`config.mk`:
```
export PLATFORM = sky130hd
export DESIGN_NAME = load_store_unit
export DESIGN_NICKNAME = d
export VERILOG_FILES = /design/src/rtl/load_store_unit.sv
export SDC_FILE = /design/constraint.sdc
export NUM_CORES = 1
export LEC_CHECK = 0
export ABC_AREA = 1
export ABC_CLOCK_PERIOD_IN_PS = 1900
export BUFFER_PORTS_ARGS = -buffer_cell sky130_fd_sc_hd__buf_4
export CAP_MARGIN = 40
export CORE_AREA = 2 2 146 148
export CTS_CLUSTER_SIZE = 24
export DETAILED_ROUTE_END_ITERATION = 6
export DIE_AREA = 0 0 148 150
export GPL_TIMING_DRIVEN = 0
export PLACE_DENSITY_LB_ADDON = 0.2
export SKIP_CTS_REPAIR_TIMING = 1
export SYNTH_ARGS = -nofsm -noshare
export SYNTH_HDL_FRONTEND = slang
export SYNTH_SLANG_ARGS = --single-unit
```
`constraint.sdc`:
```
create_clock -name clk -period 1.9 [get_ports clk]
set_input_delay 0.19 -clock clk [delete_from_list [all_inputs] [get_ports clk]]
set_output_delay 0.19 -clock clk [all_outputs]
set_load 0.02 [all_outputs]
```
`src/rtl/load_store_unit.sv`:
```
// load_store_unit: sequences data_mem accesses for one load/store request at a time.
// Aligned accesses go straight through; misaligned loads become two word reads that
// are merged and extended here; misaligned stores become a run of byte writes.
// Latency from accept to lsu_done_o: fault/trap 1, aligned store 2, aligned load 3,
// misaligned load 5, misaligned store n+1 (n = access bytes).
// Backpressure: lsu_ready_o is high only in IDLE; lsu_req_i is ignored otherwise.
// Optional macro LSU_MISALIGN_TRAP_EN: misaligned requests complete immediately with
// lsu_misaligned_o=1 instead of being split.
// Ports: clk/reset; lsu_* request/response side toward execute; dmem_* toward data_mem.
module load_store_unit #(
  parameter int unsigned DMEM_WORDS = 1024
) (
  input  logic        clk,
  input  logic        reset,
  input  logic        lsu_req_i,
  output logic        lsu_ready_o,
  input  logic        lsu_wr_i,
  input  logic [31:0] lsu_addr_i,
  input  logic [1:0]  lsu_size_i,
  input  logic        lsu_zero_extnd_i,
  input  logic [31:0] lsu_wr_data_i,
  output logic        lsu_done_o,
  output logic [31:0] lsu_rd_data_o,
  output logic        lsu_fault_o,
  output logic        lsu_misaligned_o,
  output logic        dmem_req_o,
  output logic [31:0] dmem_addr_o,
  output logic [1:0]  dmem_byte_en_o,
  output logic        dmem_wr_o,
  output logic [31:0] dmem_wr_data_o,
  output logic        dmem_zero_extnd_o,
  input  logic [31:0] dmem_rd_data_i
);

  localparam logic [1:0]  BYTE      = 2'b00;
  localparam logic [1:0]  HALF_WORD = 2'b01;
  localparam logic [1:0]  WORD      = 2'b10;
  localparam logic [31:0] WORDS_L   = 32'(DMEM_WORDS);

  typedef enum logic [2:0] {
    IDLE, ISSUE, CAPTURE, ISSUE_HI, CAPTURE_HI, STORE_BYTES, DONE
  } state_t;

  state_t      state_q, state_d;
  logic        wr_q, wr_d, zext_q, zext_d, split_q, split_d, fault_q, fault_d;
  logic [31:0] addr_q, addr_d, wdata_q, wdata_d, res_q, res_d;
  logic [1:0]  size_q, size_d, k_q, k_d;
  // Last driven dmem bus values, so the bus holds outside issuing states.
  logic [31:0] haddr_q, haddr_d, hwdata_q, hwdata_d;
  logic [1:0]  hben_q, hben_d;
  logic        hzext_q, hzext_d;
`ifdef LSU_MISALIGN_TRAP_EN
  logic        trap_q, trap_d;
`endif

  logic        mis_in, fault_in;
  logic [29:0] next_word_in;
  logic [31:0] merged;
  logic [7:0]  st_byte;
  logic [1:0]  last_k;

  assign mis_in = ((lsu_size_i == HALF_WORD) && lsu_addr_i[0]) ||
                  ((lsu_size_i == WORD) && (lsu_addr_i[1:0] != 2'b00));
  // Word index of A+4 with 32-bit wrap is just the word index plus one, mod 2^30.
  assign next_word_in = lsu_addr_i[31:2] + 30'd1;
  assign fault_in = ({2'b00, lsu_addr_i[31:2]} >= WORDS_L) ||
                    (mis_in && ({2'b00, next_word_in} >= WORDS_L));

  // Hi word arrives on dmem_rd_data_i in CAPTURE_HI; lo word already sits in res_q.
  assign merged  = 32'({dmem_rd_data_i, res_q} >> {addr_q[1:0], 3'b000});
  assign st_byte = 8'(wdata_q >> {k_q, 3'b000});
  assign last_k  = (size_q == HALF_WORD) ? 2'd1 : 2'd3;

  always_comb begin
    state_d = state_q;
    wr_d    = wr_q;
    addr_d  = addr_q;
    size_d  = size_q;
    zext_d  = zext_q;
    wdata_d = wdata_q;
    split_d = split_q;
    fault_d = fault_q;
    k_d     = k_q;
    res_d   = res_q;
`ifdef LSU_MISALIGN_TRAP_EN
    trap_d  = trap_q;
`endif
    lsu_ready_o       = 1'b0;
    lsu_done_o        = 1'b0;
    lsu_rd_data_o     = '0;
    lsu_fault_o       = 1'b0;
    lsu_misaligned_o  = 1'b0;
    dmem_req_o        = 1'b0;
    dmem_wr_o         = 1'b0;
    dmem_addr_o       = haddr_q;
    dmem_byte_en_o    = hben_q;
    dmem_wr_data_o    = hwdata_q;
    dmem_zero_extnd_o = hzext_q;

    unique case (state_q)
      IDLE: begin
        lsu_ready_o = 1'b1;
        if (lsu_req_i) begin
          wr_d    = lsu_wr_i;
          addr_d  = lsu_addr_i;
          size_d  = lsu_size_i;
          zext_d  = lsu_zero_extnd_i;
          wdata_d = lsu_wr_data_i;
          split_d = mis_in;
          fault_d = fault_in;
          k_d     = 2'd0;
          res_d   = '0;
`ifdef LSU_MISALIGN_TRAP_EN
          trap_d  = mis_in && !fault_in;
          if (fault_in || mis_in)      state_d = DONE;
`else
          if (fault_in)                state_d = DONE;
`endif
          else if (mis_in && lsu_wr_i) state_d = STORE_BYTES;
          else                         state_d = ISSUE;
        end
      end
      ISSUE: begin
        dmem_req_o     = 1'b1;
        dmem_wr_o      = wr_q;
        dmem_wr_data_o = wdata_q;
        if (split_q) begin
          dmem_addr_o       = {addr_q[31:2], 2'b00};
          dmem_byte_en_o    = WORD;
          dmem_zero_extnd_o = 1'b0;
        end else begin
          dmem_addr_o       = addr_q;
          dmem_byte_en_o    = size_q;
          dmem_zero_extnd_o = zext_q;
        end
        state_d = wr_q ? DONE : CAPTURE;
      end
      CAPTURE: begin
        res_d   = dmem_rd_data_i;
        state_d = split_q ? ISSUE_HI : DONE;
      end
      ISSUE_HI: begin
        dmem_req_o        = 1'b1;
        dmem_addr_o       = {addr_q[31:2] + 30'd1, 2'b00};
        dmem_byte_en_o    = WORD;
        dmem_zero_extnd_o = 1'b0;
        state_d           = CAPTURE_HI;
      end
      CAPTURE_HI: begin
        if (size_q == HALF_WORD)
          res_d = zext_q ? {16'h0000, merged[15:0]} : {{16{merged[15]}}, merged[15:0]};
        else
          res_d = merged;
        state_d = DONE;
      end
      STORE_BYTES: begin
        dmem_req_o     = 1'b1;
        dmem_wr_o      = 1'b1;
        dmem_addr_o    = addr_q + {30'd0, k_q};
        dmem_byte_en_o = BYTE;
        dmem_wr_data_o = {24'h000000, st_byte};
        k_d            = k_q + 2'd1;
        if (k_q == last_k) state_d = DONE;
      end
      DONE: begin
        lsu_done_o    = 1'b1;
        lsu_rd_data_o = wr_q ? 32'h0 : res_q;
        lsu_fault_o   = fault_q;
`ifdef LSU_MISALIGN_TRAP_EN
        lsu_misaligned_o = trap_q;
`endif
        state_d = IDLE;
      end
      default: state_d = IDLE;
    endcase

    haddr_d  = dmem_addr_o;
    hben_d   = dmem_byte_en_o;
    hwdata_d = dmem_wr_data_o;
    hzext_d  = dmem_zero_extnd_o;
  end

  always_ff @(posedge clk) begin
    if (reset) begin
      state_q  <= IDLE;
      wr_q     <= 1'b0;
      addr_q   <= '0;
      size_q   <= '0;
      zext_q   <= 1'b0;
      wdata_q  <= '0;
      split_q  <= 1'b0;
      fault_q  <= 1'b0;
      k_q      <= '0;
      res_q    <= '0;
      haddr_q  <= '0;
      hben_q   <= '0;
      hwdata_q <= '0;
      hzext_q  <= 1'b0;
`ifdef LSU_MISALIGN_TRAP_EN
      trap_q   <= 1'b0;
`endif
    end else begin
      state_q  <= state_d;
      wr_q     <= wr_d;
      addr_q   <= addr_d;
      size_q   <= size_d;
      zext_q   <= zext_d;
      wdata_q  <= wdata_d;
      split_q  <= split_d;
      fault_q  <= fault_d;
      k_q      <= k_d;
      res_q    <= res_d;
      haddr_q  <= haddr_d;
      hben_q   <= hben_d;
      hwdata_q <= hwdata_d;
      hzext_q  <= hzext_d;
`ifdef LSU_MISALIGN_TRAP_EN
      trap_q   <= trap_d;
`endif
    end
  end

endmodule

```
==> flow_summary_export.csv <==
group,metric,value,unit
sta,finalHoldViolCount,3,
floorplanning,io_pins,208,
placement,dpl-instance-area,0.0121,sq mm
hold_path,hold_path_class,"input port to flop",
worst_setup_path,regToRegSetupSlack,-0.16,ns
clock_network,clock_latency,0.47,ns
synthesis,yosys_warnings,0,
grt,grt_max_degree,24,
detailed_routing,drtIter0Drc,1568,
clock_network,cts_tree,"done",
floorplanning,die-height,150,um
status,outcome,"finished, violations left",
grt,grt_pass1_wl,60.9,mm
grt,grt_pass1_vias,11117,
worst_setup_path,end_kind,"primary output",
sta,slew_violations,0,
hold_path,holdCritStartpoint,"dmem_rd_data_i[13]",
finish,diodes,0,
floorplanning,core_area,0.0207,sq mm
finish,nets,2028,
pwr,powerDensity,705,mW/mm^2
detailed_routing,vias,13321,
worst_setup_path,crit_fanout,4,
sta,fin_hold_ws,-0.0192,ns
synthesis,synth_edf_count,0,
placement,place_inst,2075,
flow_run,maxCapViolations,0,
synthesis,synthesis.area,0.0102,sq mm
sta,setup_tns,-50.35,ns
status,violations,"design-rule violations, negative hold slack, negative setup slack",
finish,drive_gt1_share,38.1,%
detailed_routing,detail_route.wl_per_cell,20.5,um
detailed_routing,ant_nets,0,
floorplanning,dieArea,0.0222,sq mm
clock_network,cts_max_path_buffers,2,
detailed_routing,drc_errors,5,
sta,rsz0062_at_grt,"yes",
worst_setup_path,worstReg2RegStart,"k_q[0]$_SDFFE_PP0P_",
synthesis,synth_cell_types,48,
sta,layout_setup_ws,-0.760,ns
synthesis,ys_seq_area_share,34.2,%
floorplanning,die_w,148,um
pwr,p_leak,6.60,nW
placement,numPortBuffers,205,
sta,skew,0.0138,ns
synthesis,syn_inst,1594,
hold_path,whs_path_depth,3,
finish,fill_cells,1609,
sta,layout_worst_path_cycle_share,140,%
hold_path,min_to,"res_q[13]$_SDFFE_PP0P_",
finish,fin_area,0.0158,sq mm
grt,grt_util_all_layers,35.0,%
detailed_routing,drt_wl_total,45.4,mm
synthesis,synth_flop_cell,"dfxtp_1",
worst_setup_path,start_kind,"flop",
sta,slew_headroom,42.2,%
worst_setup_path,r2r_end,"haddr_q[10]$_SDFF_PP0_",
synthesis,synthArstFlopShare,0,%
worst_setup_path,critPathRequiredTime,1.71,ns
clock_network,path_clk_slew,0.09,ns
worst_setup_path,worstPathArrival,2.47,ns
clock_network,cts_root_buf,"clkbuf_16",
finish,final_cells,2209,
clock_network,htree_num_levels,4,
sta,fmax,376,MHz
sta,worst_pin_slew,0.868,ns
placement,pre_cts_slack,-0.748,ns
worst_setup_path,path_class,"flop to primary output",
pwr,total_power,11.2,mW
finish,final_util,76.6,%
synthesis,ys_ff_latch,174,
finish,syn2layout_area_growth,55.8,%
placement,dp_hpwl,30.4,mm
worst_setup_path,r2r_cells,12,
synthesis,synth_nets,1701,
floorplanning,num_rows,53,
floorplanning,start_util,49.2,%
sta,finalSetupViolCount,143,
grt,antenna_found_initial,0,
detailed_routing,dr.pass1.iters,7,
sta,period_needed,2.66,ns
synthesis,synthesis.area_per_instance,6.38,sq um
clock_network,cts_sinks,174,
clock_network,numCtsBuffers,17,
pwr,irDropWorstVdd,0.630,mV
detailed_routing,via_per_inst,6.03,
placement,place.gp.congestion,0.979,
grt,grt_overflow_total,0,
## cell usage after synthesis (3+ instances only)
cell,count,area [sq um]
nand2_1,446,1670
a21oi_1,178,891
dfxtp_1,174,3480
nor2_1,154,578
inv_1,129,484
o21ai_0,114,571
nand3_1,79,395
clkbuf_1,63,236
a31oi_1,32,200
a221oi_1,27,236
nor3_1,18,90.1
nand4_1,17,106
o221ai_1,16,140
mux2i_1,14,140
buf_1,12,45.0
buf_2,12,60.1
nor4_1,12,75.1
nor2_2,11,68.8
nor2_4,11,124
inv_2,7,26.3
nand2_2,7,43.8
nand3b_1,6,45.0
o211ai_1,5,37.5
o22ai_1,5,31.3
and2_1,4,25.0
o21ai_1,4,20.0
a22oi_1,3,22.5
ha_1,3,37.5
nor3_2,3,30.0
## layout make-up
cell class | instances | area (sq um) | share of cell area, %
timing repair buffer | 308 | 2890 | 18.2
buffer | 89 | 597 | 3.77
clock buffer | 17 | 425 | 2.68
tap | 275 | 344 | 2.17
sequential | 174 | 3570 | 22.5
multi-input combinational | 1193 | 7230 | 45.6
clock inverter | 15 | 225 | 1.42
inverter | 138 | 574 | 3.62
## kinds of logic (layout without fill, tap and decap cells)
logic type,after synthesis,in the layout,share of synthesized area (%)
mux,14,14,1.38
xor+xnor,2,2,0.172
other cells,1,1,0.0369
fa+ha+maj,4,4,0.566
buf+inv,227,567,8.60
flops,174,174,34.2
compound gates,401,401,22.6
simple gates,771,771,32.4
## layout by cell type, fill, tap and decap left out, types with 8 or more instances in the layout
cell	instances
nand2_4	22
o21ai_1	13
mux2i_1	12
inv_2	16
nand3_1	66
a21oi_1	158
buf_12	11
nand2_2	83
a221oi_1	22
o21ai_2	17
dfxtp_1	148
buf_4	201
a31oi_1	28
o21ai_0	87
clkbuf_16	24
inv_1	105
clkbuf_2	19
buf_8	8
clkbuf_1	36
nand2_1	347
dfxtp_4	20
nor3_1	10
nand3_2	11
a21oi_2	17
inv_4	9
nor2_1	97
buf_6	104
nand4_1	17
o221ai_1	15
nor2_2	24
nor2_4	55
## registers in the layout (all words and copies together) (netlist names)
signal    flops
haddr_q      32
zext_q        1
k_q           2
state_q       3
addr_q       32
wr_q          1
split_q       1
fault_q       1
res_q        32
hwdata_q     32
wdata_q      32
hben_q        2
hzext_q       1
size_q        2
## critical path, cell delays in order (launching register included)
cell	delay, ns
dfxtp_4	0.37
ha_4	0.17
fa_2	0.26
nand2_2	0.07
nor2_2	0.12
inv_2	0.08
nor2_4	0.14
nand2_1	0.08
a221oi_2	0.30
nand2_1	0.12
o21ai_2	0.08
nand2_1	0.08
buf_6	0.13
## power breakdown
group          total [mW]  leakage, nW  internal [mW]  switching, mW
Clock                3.90        0.313           1.88           2.02
Combinational        3.01         4.85           1.10           1.91
Sequential           4.28         1.44           3.95          0.328
Total                11.2         6.60           6.93           4.25
## worst max path at each step
| stage | from | endpoint | slack [ns] | depth (start not counted) |
|---|---|---|---|---|
| global placement | k_q[1]$_SDFFE_PP0P_ | dmem_addr_o[7] | -0.80 | 10 |
| global route | k_q[0]$_SDFFE_PP0P_ | dmem_addr_o[10] | -0.82 | 12 |
| CTS | k_q[1]$_SDFFE_PP0P_ | dmem_addr_o[7] | -1.26 | 10 |
| detailed placement | k_q[1]$_SDFFE_PP0P_ | dmem_addr_o[7] | -0.75 | 10 |
| floorplan | k_q[0]$_SDFFE_PP0P_ | dmem_addr_o[10] | -0.06 | 11 |
| finish | k_q[0]$_SDFFE_PP0P_ | dmem_addr_o[10] | -0.76 | 12 |
## layer usage
layer	GRT usage, %	wire [um]	vias to the layer above	share of wire [%]
li1	-	-	6029	-
met1	49.6	17900	6141	40
met2	53.1	20200	952	44
met3	7.16	5120	199	11
met4	11.9	2140	0	4.7
met5	0	0	-	0
No activity file was read; power rests on OpenSTA's default activity.
